`src/rtl/bike_turn_ctrl_pkg.sv`:
```
// Shared game encodings for heading and turn requests, plus the heading update helper.
package bike_turn_ctrl_pkg;

    localparam int unsigned DIR_W = 2;

    // Heading encoding, counter-clockwise order so a ccw turn is +1 mod 4
    localparam logic [DIR_W-1:0] DIR_PX = 2'd0;
    localparam logic [DIR_W-1:0] DIR_NY = 2'd1;
    localparam logic [DIR_W-1:0] DIR_NX = 2'd2;
    localparam logic [DIR_W-1:0] DIR_PY = 2'd3;

    // Turn request encoding as stored in the request queue
    localparam logic TURN_CCW = 1'b0;
    localparam logic TURN_CW  = 1'b1;

    // Apply one turn to a heading; 2-bit arithmetic gives the mod-4 wrap
    function automatic logic [DIR_W-1:0] turn_dir(input logic [DIR_W-1:0] dir,
                                                  input logic             turn);
        logic [DIR_W-1:0] res;
        if (turn == TURN_CCW) begin
            res = dir + 2'd1;
        end else begin
            res = dir - 2'd1;
        end
        return res;
    endfunction

endpackage

```
`src/rtl/bike_turn_ctrl_button_debounce.sv`:
```
// Button conditioning: two-flop synchronizer, counting debouncer, rising-edge pulse.
module button_debounce #(
    parameter int unsigned DEBOUNCE_CYCLES = 250000,
    parameter int unsigned CNT_W           = 18
) (
    input  logic clk,
    input  logic reset,
    input  logic btn,
    output logic press
);

    localparam logic [CNT_W-1:0] CNT_LAST = CNT_W'(DEBOUNCE_CYCLES - 1);

    logic             sync1;
    logic             sync2;
    logic             level;
    logic             level_d;
    logic [CNT_W-1:0] cnt;

    // Synchronize the raw level, then accept it only after it has held for the full window
    always_ff @(posedge clk) begin
        if (reset) begin
            sync1   <= 1'b0;
            sync2   <= 1'b0;
            level   <= 1'b0;
            level_d <= 1'b0;
            cnt     <= '0;
            press   <= 1'b0;
        end else begin
            sync1   <= btn;
            sync2   <= sync1;
            level_d <= level;
            press   <= level & ~level_d;
            // Counter only runs while the input disagrees with the accepted level
            if (sync2 == level) begin
                cnt <= '0;
            end else if (cnt == CNT_LAST) begin
                level <= sync2;
                cnt   <= '0;
            end else begin
                cnt <= cnt + CNT_W'(1);
            end
        end
    end

endmodule

```
`src/rtl/bike_turn_ctrl.sv`:
```
// Turn controller: debounced buttons queue turn requests, each game tick applies one.
module bike_turn_ctrl
    import bike_turn_ctrl_pkg::*;
#(
    parameter int unsigned DEBOUNCE_CYCLES = 250000,
    parameter int unsigned FIFO_DEPTH      = 4,
    parameter int unsigned CNT_W           = 18
) (
    input  logic       clk,
    input  logic       reset,
    input  logic       btn_ccw,
    input  logic       btn_cw,
    input  logic       tick,
    input  logic       load,
    input  logic [1:0] init_dir,
    output logic [1:0] direction,
    output logic       turn_applied,
    output logic [2:0] q_count,
    output logic       overflow
);

    localparam int unsigned PTR_W = (FIFO_DEPTH > 1) ? $clog2(FIFO_DEPTH) : 1;
    localparam logic [PTR_W-1:0] PTR_LAST = PTR_W'(FIFO_DEPTH - 1);
    localparam logic [2:0]       CNT_FULL = 3'(FIFO_DEPTH);

    logic press_ccw;
    logic press_cw;

    logic [DIR_W-1:0]      dir_q,     dir_nxt;
    logic [2:0]            count_q,   count_nxt;
    logic [PTR_W-1:0]      wr_ptr_q,  wr_ptr_nxt;
    logic [PTR_W-1:0]      rd_ptr_q,  rd_ptr_nxt;
    logic [FIFO_DEPTH-1:0] mem_q,     mem_nxt;
    logic                  ovf_q,     ovf_nxt;
    logic                  applied_q, applied_nxt;

    logic push_req;
    logic full;
    logic empty;
    logic do_pop;
    logic do_push;
    logic drop;

    button_debounce #(
        .DEBOUNCE_CYCLES (DEBOUNCE_CYCLES),
        .CNT_W           (CNT_W)
    ) u_deb_ccw (
        .clk   (clk),
        .reset (reset),
        .btn   (btn_ccw),
        .press (press_ccw)
    );

    button_debounce #(
        .DEBOUNCE_CYCLES (DEBOUNCE_CYCLES),
        .CNT_W           (CNT_W)
    ) u_deb_cw (
        .clk   (clk),
        .reset (reset),
        .btn   (btn_cw),
        .press (press_cw)
    );

    // Wrap a queue pointer modulo FIFO_DEPTH (depth need not be a power of two)
    function automatic logic [PTR_W-1:0] ptr_inc(input logic [PTR_W-1:0] p);
        logic [PTR_W-1:0] r;
        if (p == PTR_LAST) begin
            r = '0;
        end else begin
            r = p + PTR_W'(1);
        end
        return r;
    endfunction

    // Next-state: load flush, queue push/pop and heading update
    always_comb begin
        dir_nxt     = dir_q;
        count_nxt   = count_q;
        wr_ptr_nxt  = wr_ptr_q;
        rd_ptr_nxt  = rd_ptr_q;
        mem_nxt     = mem_q;
        ovf_nxt     = ovf_q;
        applied_nxt = 1'b0;

        // Simultaneous presses cancel each other
        push_req = press_ccw ^ press_cw;
        full     = (count_q == CNT_FULL);
        empty    = (count_q == 3'd0);
        // Pop only an entry already present, so an empty queue never bypasses
        do_pop   = tick & ~empty;
        // A pop frees the head slot, so a full queue can still accept a push
        do_push  = push_req & (~full | do_pop);
        drop     = push_req & full & ~do_pop;

        if (load) begin
            dir_nxt    = init_dir;
            count_nxt  = 3'd0;
            wr_ptr_nxt = '0;
            rd_ptr_nxt = '0;
            ovf_nxt    = 1'b0;
        end else begin
            if (do_pop) begin
                dir_nxt     = turn_dir(dir_q, mem_q[rd_ptr_q]);
                rd_ptr_nxt  = ptr_inc(rd_ptr_q);
                applied_nxt = 1'b1;
            end
            if (do_push) begin
                mem_nxt[wr_ptr_q] = press_cw ? TURN_CW : TURN_CCW;
                wr_ptr_nxt        = ptr_inc(wr_ptr_q);
            end
            if (do_push && !do_pop) begin
                count_nxt = count_q + 3'd1;
            end else if (do_pop && !do_push) begin
                count_nxt = count_q - 3'd1;
            end
            if (drop) begin
                ovf_nxt = 1'b1;
            end
        end
    end

    // State register with synchronous reset
    always_ff @(posedge clk) begin
        if (reset) begin
            dir_q     <= DIR_PX;
            count_q   <= 3'd0;
            wr_ptr_q  <= '0;
            rd_ptr_q  <= '0;
            mem_q     <= '0;
            ovf_q     <= 1'b0;
            applied_q <= 1'b0;
        end else begin
            dir_q     <= dir_nxt;
            count_q   <= count_nxt;
            wr_ptr_q  <= wr_ptr_nxt;
            rd_ptr_q  <= rd_ptr_nxt;
            mem_q     <= mem_nxt;
            ovf_q     <= ovf_nxt;
            applied_q <= applied_nxt;
        end
    end

    assign direction    = dir_q;
    assign turn_applied = applied_q;
    assign q_count      = count_q;
    assign overflow     = ovf_q;

endmodule

```
`config.mk`:
```
export PLATFORM = sky130hd
export DESIGN_NAME = bike_turn_ctrl
export DESIGN_NICKNAME = d
export VERILOG_FILES = /design/src/rtl/bike_turn_ctrl_pkg.sv /design/src/rtl/bike_turn_ctrl_button_debounce.sv /design/src/rtl/bike_turn_ctrl.sv
export SDC_FILE = /design/constraint.sdc
export NUM_CORES = 1
export LEC_CHECK = 0
export ABC_AREA = 1
export ABC_CLOCK_PERIOD_IN_PS = 1900
export BUFFER_PORTS_ARGS = -buffer_cell sky130_fd_sc_hd__buf_4
export CELL_PAD_IN_SITES_DETAIL_PLACEMENT = 1
export CELL_PAD_IN_SITES_GLOBAL_PLACEMENT = 1
export CORE_MARGIN = 2
export CORE_UTILIZATION = 35
export CTS_CLUSTER_SIZE = 25
export DETAILED_ROUTE_END_ITERATION = 10
export PLACE_DENSITY_LB_ADDON = 0.3
export REMOVE_ABC_BUFFERS = 1
export SLEW_MARGIN = 10
export SYNTH_ARGS = -nofsm -noshare
export SYNTH_HDL_FRONTEND = slang
export SYNTH_HIERARCHICAL = 1
export SYNTH_SLANG_ARGS = --single-unit
export TNS_END_PERCENT = 1
```
`constraint.sdc`:
```
create_clock -name clk -period 1.9 [get_ports clk]
set_input_delay 0.095 -clock clk [delete_from_list [all_inputs] [get_ports clk]]
set_output_delay 0.095 -clock clk [all_outputs]
set_load 0.03 [all_outputs]
```
==> summary.txt, run 1 <==
Outcome
  • Status: finished clean

Layout
  • Final non-filler cell area: 3550 µm²
  • Area grow syn2layout: 14.6%
  • Share of layout cells above drive strength 1: between 10% and 20%
  • Cell Count, Final, Fillers Out: 556
  • NumNets Final: 460
  • Commonest non-fill, non-tap cell in the layout: nand2_1
  • Commonest non-fill, non-tap cells in the layout: nand2_1, nor2_1, dfxtp_1
  • Ant. Diodes: 0
  • Core Util, Final: 41.0%

Route
  • Routed Antenna Nets: 0
  • Wire per inst: 12.1 µm
  • Total Wirelength: around 6.7 mm
  • Vias: 2,595
  • Via/cell ratio: roughly 4.7
  • DRC errors left: 0
  • First-pass iteration count of the detailed router: 4
  • DRT iter0 DRCs: between 60 and 70

Clock network
  • Postcts setup bufs: 0
  • Worst skew pair latency: 0.33 ns
  • CTS Buf Count: 9
  • H-tree levels: 3
  • Clock Sink Count: a little over 60
  • CTS tree: done
  • CTS root buf: clkbuf_8
  • Clock transition at path regs: 0.07 ns
  • Longest Clk Path Bufs: 2

Place
  • I/O Buffers: 14
  • DP Wirelength: 5.04 mm
  • Placed Area: 3320 µm²
  • Placer Congestion: roughly 0.78
  • Placed cell count: 538

Power
  • Lkg Pwr: ~1.2 nW
  • Switching portion of total power: about 22%
  • Pwr per Cell Area: ~730 nW/µm²
  • Internal power: 2.03 mW
  • Seq pwr share: 49.9%
  • Clock power share: 47.3%
  • Net switching power: 0.562 mW
  • Comb pwr share: between 2 and 3%
  • VDD IR max: 0.000278 V

Logic synthesis
  • Synthesized area: between 3000 and 4000 µm²
  • Ys Warns: 6
  • Netlist cell types: 23
  • Register area share after synthesis: between 30% and 40%
  • Mapped Cells: 416
  • Synthesized area per cell: 7.46 µm²
  • Synth Register Bits: 61

STA
  • Final Slew Violations: 0
  • Setup TNS Final: 0 ns
  • Worst hold slack: a little under 0.04 ns
  • Crit share post-route: about 94%
  • Crit path time final: between 1.5 and 2 ns
  • Worst-Margin Slew: between 0.2 and 0.3 ns
  • # setup viols final: 0
  • RSZ-0062 raised after global routing: true
  • Peak Freq: roughly 560 MHz
  • Rel. slew slack: 81.2%
  • Setup Skew: about 0.0095 ns
  • Final number of hold-violating endpoints: 0

Global route
  • Initial antenna violation count: 0
  • Congestion Overflow GR: 0
  • GRT Total Usage: 15.3%
  • First-pass GRT wire length: 12.1 mm
  • Vias in the first global route: 2,674
  • Largest net degree at the start of global routing: 19

Worst setup path
  • Crit. End Element: register
  • CP max FO: 8
  • CP Launch Type: register
  • Worst Path Required: 2.18 ns
  • Reg-to-reg slack, setup: 0.11 ns
  • Arrival time worst endpoint: 2.07 ns
  • Setup CP Type: reg -> reg

Floorplanning
  • Io pins: 15
  • Die Width: 98.1 µm
  • Die area: a little under 10,000 µm²
  • Core ar.: 8680 µm²
  • Initial Util: 35.7%
  • Chip Height: 98.1 µm
  • Rows: 34

Hold path
  • Type of the worst min-delay path: in -> reg

Run
  • Maxcap violations: 0
registers in the layout (all words and copies together) (netlist names), 2 cells and up:
name	count
u_deb_ccw/cnt	18
q_count	3
direction	2
wr_ptr_q	2
u_deb_cw/cnt	18
rd_ptr_q	2
mem_q	4
synthesized netlist by cell type:
library cell,count,area (µm²)
buf_12,2,40.0
nand3b_4,2,40.0
o21ai_0,10,50.1
a21oi_1,27,135
nand2_1,86,323
nor2_2,28,175
nor2_4,6,67.6
dfxtp_1,61,1220
ha_1,8,100
or2_0,6,37.5
inv_2,1,3.75
xnor2_1,4,35.0
nand4_1,6,37.5
fa_1,1,20.0
nand3_2,2,20.0
xor2_1,16,140
nand3_1,21,105
nand2_4,5,56.3
nor2_1,66,248
nor3_1,3,15.0
nand2_2,8,50.1
o21ai_1,4,20.0
inv_1,43,161
worst max-delay path, stage by stage (launching register included):
cell	delay [ns]
dfxtp_2	0.35
nor2_4	0.13
nand2_2	0.08
nand2_4	0.10
ha_1	0.15
inv_1	0.08
fa_1	0.41
a21oi_2	0.15
o21ai_1	0.09
nand2_1	0.06
nand2_1	0.05
nor2_1	0.07
routing by layer:
layer	wire, µm	up-vias	global-route usage, %	share of wire, %
li1	-	1349	-	-
met1	3380	1212	19.7	50
met2	3050	24	25.2	45
met3	170	10	3.22	2.5
met4	115	0	6.11	1.7
met5	0	-	0	0
power groups by stage:
stage | clock network (mW) | registers (mW) | logic, mW
6_report | 1.22 | 1.29 | 0.0724
5_1_grt | 1.32 | 1.29 | 0.0824
4_1_cts | 1.28 | 1.29 | 0.0734
3_5_place_dp | 0 | 1.32 | 0.0699
3_3_place_gp | 0 | 1.32 | 0.0681
2_1_floorplan | 0 | 1.33 | 0.0333
what timing repair did:
action | in CTS | in global routing
hold endpoints to repair | 2 | 0
endpoints found under the setup margin | 0 | 2
resized for setup | 0 | 4
hold buffers | 2 | 0
layout make-up:
type	instances	area [µm²]
Multi-Input combinational cell	309	1680
Timing Repair Buffer	18	140
Inverter	44	165
Sequential cell	61	1220
Tap cell	108	135
Fill cell	1114	5120
Clock inverter	3	42.5
Clock buffer	13	169
metrics by stage:
stage / power [mW] / setup slack (ns)
after floorplan: 1.36 / -0.0266
after global placement: 1.39 / 0.124
after detailed placement: 1.39 / 0.0737
after CTS: 2.64 / 0.0728
after global routing: 2.69 / -0.0542
final: 2.59 / 0.110
cells by family (layout without fill, tap and decap cells):
logic type / after synthesis / count (layout) / synth area share [%]
flops: 61 / 61 / 39.4
xor+xnor: 20 / 20 / 5.65
compound gates: 41 / 41 / 6.62
fa+ha+maj: 9 / 9 / 3.87
simple gates: 239 / 239 / 37.9
buf+inv: 46 / 78 / 6.62
worst paths after layout:
kind	start	endpoint	depth (start not counted)
max	q_count[1]	q_count[2]	11
max reg2reg	q_count[1]	q_count[2]	11
min reg2reg	u_deb_ccw/sync1	u_deb_ccw/sync2	2
min	reset	u_deb_cw/sync1	2
No activity file was read; power rests on OpenSTA's default activity.
==> inputs of run 2 (changes only) <==
--- a/config.mk
+++ b/config.mk
@@ -19,6 +19,5 @@
 export SLEW_MARGIN = 10
 export SYNTH_ARGS = -nofsm -noshare
 export SYNTH_HDL_FRONTEND = slang
-export SYNTH_HIERARCHICAL = 1
 export SYNTH_SLANG_ARGS = --single-unit
 export TNS_END_PERCENT = 1
==> run 2 against run 1 <==
  * First-iteration DRC count grew 25%
  * Sequential share of layout area up 0.69 points
  * Largest power group unchanged
  * Register-to-register slack improved by 0.03 ns
==> summary.txt, run 2 <==
Outcome
  • Status: finished clean

Worst setup path
  • Slowest stage cell on the critical path: fa_2
  • Arrival time worst endpoint: 2.05 ns (-0.02 ns)
  • Worst Path Required: 2.18 ns (about the same)
  • Crit-path cells: xor2_2 > nand2_1 > inv_1 > ha_1 > inv_2 > fa_2 > a21oi_2 > o21ai_1 > a21oi_1 > o21a_1
  • CP Launch Type: register
  • CP bufs+invs: 2 (+1)
  • Critical path's top delay family: adder cells
  • Critical register-to-register path endpoint: q_count[2]
  • Reg2Reg Launch Point: u_deb_ccw.press
  • Setup CP Type: reg -> reg
  • CP max FO: 3 (-5)
  • CP max stage delay: 0.37 ns (-0.04 ns)
  • FF-to-FF path depth: 10 (-1)
  • Crit. End Element: register
  • Reg-to-reg slack, setup: 0.14 ns (+0.03 ns)

Layout
  • Final non-filler cell area: 3480 µm² (-2.1%)
  • Area grow syn2layout: 17.8%
  • Commonest non-fill, non-tap cells in the layout: nand2_1, nor2_1, dfxtp_1
  • FILL cells: 1,064 (-4.5%)
  • NumNets Final: 469 (+2.0%)
  • Commonest non-fill, non-tap cell in the layout: nand2_1
  • Ant. Diodes: 0 (unchanged)
  • Share of layout cells above drive strength 1: 13.6% (-5.6 points)
  • Core Util, Final: 42.4% (+1.4 points)
  • Largest regs: u_deb_ccw.cnt: 18 flops, u_deb_cw.cnt: 18 flops, mem_q: 4 flops

Global route
  • Vias in the first global route: 2,643 (-1.2%)
  • Congestion Overflow GR: 0 (unchanged)
  • Met3 usage: 3.60% (+0.38 points)
  • GRT Total Usage: 16.3% (+1.0 points)
  • Largest net degree at the start of global routing: 19 (unchanged)
  • Met2 usage: 27.9% (+2.7 points)
  • GR Layer Usage met1: 20.0% (+0.29 points)
  • First-pass GRT wire length: 11.8 mm (-2.6%)
  • Initial antenna violation count: 0 (unchanged)
  • GR peak layer: met2

Route
  • Routed Antenna Nets: 0 (unchanged)
  • Wire per inst: 12.2 µm (+0.85%)
  • Vias: 2,700 (+4.0%)
  • DRT iter0 DRCs: 80 (+25%)
  • First-pass iteration count of the detailed router: 4 (unchanged)
  • Via/cell ratio: 4.80 (+2.9%)
  • DRC errors left: 0 (unchanged)
  • Total Wirelength: 6.84 mm (+1.9%)

Logic synthesis
  • Leading area contributor after synthesis: dfxtp_1
  • Synthesized area: 2960 µm² (-4.7%)
  • EDFF count, synth: 0 (unchanged)
  • Synthesized area per cell: 7.04 µm² (-5.6%)
  • Most common library cells after synthesis: nand2_1, nor2_1, dfxtp_1, inv_1, a21oi_1
  • Ys async rst share: 0% (unchanged)
  • Most used DFF post-synth: dfxtp_1
  • Top cells by area, synth: dfxtp_1, nand2_1, nor2_1, inv_1, a21oi_1
  • Register area share after synthesis: 41.3% (+2.0 points)
  • Post-synth top area share: 41.3% (+2.0 points)
  • Synth Register Bits: 61 (unchanged)
  • Netlist cell types: 27 (+17%)
  • Ys Warns: 0 (-6)
  • Mapped Cells: 420 (+0.96%)
  • Most frequent cell after synthesis: nand2_1

Place
  • Placer Congestion: 0.754 (-3.3%)
  • DP Wirelength: 5.17 mm (+2.6%)
  • Placed Area: 3220 µm² (-3.0%)
  • I/O Buffers: 14 (unchanged)

Floorplanning
  • Die area: 9190 µm² (-4.5%)
  • Core ar.: 8220 µm² (-5.3%)
  • Io pins: 15 (unchanged)
  • Chip Height: 95.9 µm (-2.3%)
  • Die Width: 95.9 µm (-2.3%)
  • Initial Util: 36.0% (+0.23 points)
  • Rows: 33 (-2.9%)

Clock network
  • Longest Clk Path Bufs: 2 (unchanged)
  • Clock Sink Count: 61 (unchanged)
  • Worst skew pair latency: 0.33 ns (about the same)
  • CTS root buf: clkbuf_8
  • Clock transition at path regs: 0.08 ns (about the same)
  • CTS Buf Count: 9 (unchanged)
  • CTS tree: done
  • H-tree levels: 3 (unchanged)

Hold path
  • Worst Hold Depth: 2 (unchanged)
  • WHS Endpoint: u_deb_ccw.sync1
  • Type of the worst min-delay path: in -> reg
  • Worst hold start: reset

STA
  • # setup viols final: 0 (unchanged)
  • Crit share post-route: 92.7% (-1.5 points)
  • Final number of hold-violating endpoints: 0 (unchanged)
  • Rel. slew slack: 68.4% (-13 points)
  • Worst-Margin Slew: 0.472 ns (+0.190 ns)
  • Final Slew Violations: 0 (unchanged)
  • Crit path time final: 1.76 ns (-0.0278 ns)
  • Peak Freq: 568 MHz (+1.6%)
  • Setup Skew: 0.0128 ns (+0.00331 ns)

Run
  • Maxcap violations: 0 (unchanged)

Power
  • Lkg Pwr: 1.29 nW (+4.1%)
  • VDD IR max: 0.000318 V (+14%)
  • Pwr per Cell Area: 763 nW/µm² (+4.8%)
==> run 2: cell count changes after synthesis, sizes merged, moves of 2 or more <==
cell | before | now
inv | 44 | 55
nand3b | 2 | 0
xor2 | 16 | 10
nand3 | 23 | 26
nand4 | 6 | 12
nor2 | 100 | 88
nand2 | 99 | 95
a21oi | 27 | 31
==> run 2: layout make-up <==
cell class	count	area [µm²]	area share, %
clock buffer	10	138	3.95
clock inverter	6	86.3	2.48
inverter	55	206	5.93
timing repair buffer	24	185	5.32
sequential	61	1220	35.1
tap	105	131	3.77
multi-input combinational	301	1510	43.4
==> run 2: metrics by stage <==
step / TNS (ns) / power (mW) / hold WS (ns) / std cells / setup slack (ns)
6_report: 0 / 2.65 / 0.0336 / 562 / 0.138
4_1_cts: 0 / 2.69 / 0.0168 / 561 / 0.00540
3_5_place_dp: 0 / 1.39 / 0.306 / 543 / 0.0259
3_3_place_gp: 0 / 1.38 / 0.306 / 543 / 0.142
2_1_floorplan: -0.189 / 1.35 / 0.164 / 417 / -0.182
5_1_grt: -0.00236 / 2.75 / 0.0302 / 562 / -0.00236
==> run 2: cell families after synthesis <==
kind of cell | Yosys count | synth area share [%]
and+or+nand+nor | 231 | 33.9
DFF | 61 | 41.3
buffers and inverters | 58 | 7.92
AOI/OAI and AO/OA | 46 | 8.09
xor gates and xnor gates | 15 | 4.70
adders and majority gates | 9 | 4.06
==> run 2: worst max path at each step <==
| stage | from | slack, ns | end | cells past startpoint |
|---|---|---|---|---|
| after global routing | u_deb_ccw.press | -0.002 | q_count[2] | 10 |
| after global placement | q_count[2] | 0.14 | q_count[2] | 12 |
| after CTS | q_count[2] | 0.005 | q_count[2] | 12 |
| after detailed placement | q_count[2] | 0.03 | q_count[2] | 12 |
| after floorplan | q_count[0] | -0.18 | q_count[2] | 11 |
| final | u_deb_ccw.press | 0.14 | q_count[2] | 10 |
==> run 2: per-layer routing <==
| layer | part of all wire (%) | wire [µm] | vias up |
|---|---|---|---|
| met3 | 2.5 | 171 | 6 |
| met2 | 49 | 3330 | 25 |
| met5 | 0 | 0 | - |
| li1 | - | - | 1386 |
| met1 | 48 | 3270 | 1283 |
| met4 | 1.0 | 71 | 0 |
==> run 2: power breakdown <==
part	internal, mW	leakage, nW	switching (mW)
clock	0.772	0.112	0.522
combinational	0.0257	0.689	0.0422
sequential	1.29	0.493	0.00647
total	2.08	1.29	0.571
==> run 2: repair_timing <==
item | 4_1_cts | 5_1_grt
hold buffers | 2 | 0
setup buffers | 0 | 1
gates resized for setup | 0 | 8
hold endpoints to repair | 2 | 0
endpoints found under the setup margin | 0 | 1
==> inputs of run 3 (changes only) <==
--- a/config.mk
+++ b/config.mk
@@ -10,12 +10,13 @@
 export BUFFER_PORTS_ARGS = -buffer_cell sky130_fd_sc_hd__buf_4
 export CELL_PAD_IN_SITES_DETAIL_PLACEMENT = 1
 export CELL_PAD_IN_SITES_GLOBAL_PLACEMENT = 1
-export CORE_MARGIN = 2
-export CORE_UTILIZATION = 35
+export CORE_MARGIN = 10
+export CORE_UTILIZATION = 44
 export CTS_CLUSTER_SIZE = 25
 export DETAILED_ROUTE_END_ITERATION = 10
 export PLACE_DENSITY_LB_ADDON = 0.3
 export REMOVE_ABC_BUFFERS = 1
+export SKIP_CTS_REPAIR_TIMING = 1
 export SLEW_MARGIN = 10
 export SYNTH_ARGS = -nofsm -noshare
 export SYNTH_HDL_FRONTEND = slang
==> run 3 against run 2 <==
  * Non-clock buffer count increased by 2
  * Clock skew decreased by 0.0015 ns
  * Global-route usage decreased by 1.3 points
  * Hold slack got worse by 0.0098 ns
  * Flip-flop and latch count unchanged
  * Via count increased by 2.4%
  * Setup slack got worse by 0.13 ns
  * Clock-buffer cell count increased by 2
  * Final cell count decreased by 4.6%
  * Total power increased by 4.7%
  * Combinational power about the same
  * Critical endpoint unchanged
==> summary.txt, run 3 (synthesis results as in run 2) <==
Floorplanning
  • Io pins: 15 (unchanged)
  • Initial Util: 46.0% (+10 points)
  • Die area: 10,400 µm² (+13%)
  • Core ar.: 6420 µm² (-22%)
  • Die Width: 102 µm (+6.3%)
  • Chip Height: 102 µm (+6.3%)
  • Rows: 29 (-12%)

Clock network
  • CTS Buf Count: 9 (unchanged)
  • Clock Sink Count: 61 (unchanged)
  • Worst skew pair latency: 0.34 ns (about the same)
  • CTS root buf: clkbuf_8
  • Longest Clk Path Bufs: 2 (unchanged)
  • Clock transition at path regs: 0.08 ns (about the same)
  • H-tree levels: 3 (unchanged)
  • CTS tree: done

Place
  • Placer Congestion: 0.819 (+8.6%)
  • Placed cell count: 515 (-5.2%)
  • I/O Buffers: 14 (unchanged)
  • DP Wirelength: 5.41 mm (+4.5%)

STA
  • Setup Skew: 0.0113 ns (-0.00154 ns)
  • Peak Freq: 530 MHz (-6.6%)
  • Worst-Margin Slew: 0.442 ns (-0.0298 ns)
  • Final number of hold-violating endpoints: 0 (unchanged)
  • RSZ-0062 raised after global routing: true
  • Crit share post-route: 99.3% (+6.6 points)
  • Final Slew Violations: 0 (unchanged)
  • Crit path time final: 1.89 ns (+0.125 ns)
  • Worst hold slack: 0.0238 ns (-0.00983 ns)
  • # setup viols final: 0 (unchanged)
  • Rel. slew slack: 70.3% (+1.9 points)

Outcome
  • Status: finished clean

Global route
  • Vias in the first global route: 2,753 (+4.2%)
  • Initial antenna violation count: 0 (unchanged)
  • Largest net degree at the start of global routing: 19 (unchanged)
  • Congestion Overflow GR: 0 (unchanged)
  • GRT Total Usage: 15.1% (-1.3 points)
  • First-pass GRT wire length: 12.6 mm (+7.3%)

Hold path
  • Worst hold start: reset
  • Worst Hold Depth: 2 (unchanged)
  • Type of the worst min-delay path: in -> reg
  • WHS Endpoint: direction[1]

Worst setup path
  • Critical register-to-register path endpoint: q_count[2]
  • FF-to-FF path depth: 12 (+2)
  • CP max FO: 4 (+1)
  • Reg2Reg Launch Point: q_count[2]
  • Reg-to-reg slack, setup: 0.01 ns (-0.13 ns)
  • Setup CP Type: reg -> reg
  • Worst Path Required: 2.13 ns (-0.05 ns)
  • Crit. End Element: register
  • Arrival time worst endpoint: 2.12 ns (+0.07 ns)
  • CP Launch Type: register
  • Critical path startpoint: q_count[2]

Layout
  • Largest regs: u_deb_ccw.cnt: 18 flops, u_deb_cw.cnt: 18 flops, mem_q: 4 flops
  • Ant. Diodes: 0 (unchanged)
  • Multi-input logic area: 1550 µm² (+2.5%)
  • Cell Count, Final, Fillers Out: 536 (-4.6%)
  • Share of layout cells above drive strength 1: 15.0% (+1.5 points)
  • Area grow syn2layout: 19.1%
  • FILL cells: 860 (-19%)
  • Commonest non-fill, non-tap cells in the layout: nand2_1, nor2_1, dfxtp_1
  • Commonest non-fill, non-tap cell in the layout: nand2_1
  • Register Area: 1220 µm² (+0.20%)
  • NumNets Final: 471 (+0.43%)

Run
  • Maxcap violations: 0 (unchanged)

Route
  • Total Wirelength: 7.93 mm (+16%)
  • Vias: 2,764 (+2.4%)
  • DRT iter0 DRCs: 75 (-6.3%)
  • DRC errors left: 0 (unchanged)
  • First-pass iteration count of the detailed router: 4 (unchanged)
  • Wire per inst: 14.8 µm (+22%)
  • Routed Antenna Nets: 0 (unchanged)
  • Via/cell ratio: 5.16 (+7.3%)

Power
  • Pwr per Cell Area: 789 nW/µm² (+3.5%)
  • VDD IR max: 0.000463 V (+46%)
  • Lkg Pwr: 1.32 nW (+1.9%)
run 3: cell type report:
| type | instances | share of cell area [%] |
|---|---|---|
| Clock buffer | 12 | 4.12 |
| Clock inverter | 4 | 2.70 |
| Inverter | 55 | 5.94 |
| Multi-Input combinational cell | 301 | 44.0 |
| Sequential cell | 61 | 34.8 |
| Tap cell | 77 | 2.74 |
| Timing Repair Buffer | 26 | 5.69 |
run 3: how the worst max path moves through the flow:
| stage | slack, ns | cells after the start | end |
|---|---|---|---|
| 6_report | 0.01 | 12 | q_count[2] |
| 5_1_grt | -0.07 | 12 | q_count[2] |
| 4_1_cts | -0.09 | 10 | q_count[2] |
| 3_5_place_dp | -0.03 | 12 | q_count[2] |
| 3_3_place_gp | 0.15 | 12 | q_count[2] |
| 2_1_floorplan | -0.18 | 11 | q_count[2] |
run 3: report_power, final:
part / internal [mW] / leakage, nW / switching [mW] / total [mW]
Sequential: 1.29 / 0.494 / 0.00673 / 1.29
Clock: 0.907 / 0.121 / 0.510 / 1.42
Combinational: 0.0256 / 0.703 / 0.0423 / 0.0680
run 3: through the flow:
step	instance area [µm²]	TNS (ns)	util (%)	total power [mW]	setup slack [ns]
finish	3520	0	54.8	2.78	0.0129
global route	3520	-0.0735	54.8	2.86	-0.0735
CTS	3420	-0.0927	53.3	2.79	-0.0927
detailed placement	3180	-0.0267	49.5	1.39	-0.0267
global placement	3180	0	49.5	1.38	0.149
floorplan	2930	-0.189	-	1.35	-0.182
run 3: metal layers:
metal  up-vias  GRT usage (%)  wire, µm
met1      1333           17.9      3610
met5         -              0         0
met3        12           3.10       236
li1       1388              -         -
met2        31           25.7      3960
met4         0           6.62       125
run 3: critical path: stages (launching register included):
cell and delay (ns):
dfxtp_2 0.34, inv_2 0.08, nor2_1 0.06, nand2_1 0.10, nand2_2 0.07, inv_2 0.07
ha_4 0.14, inv_4 0.05, fa_2 0.38, buf_4 0.16, o21ai_4 0.14, a21oi_2 0.07
o21a_1 0.11
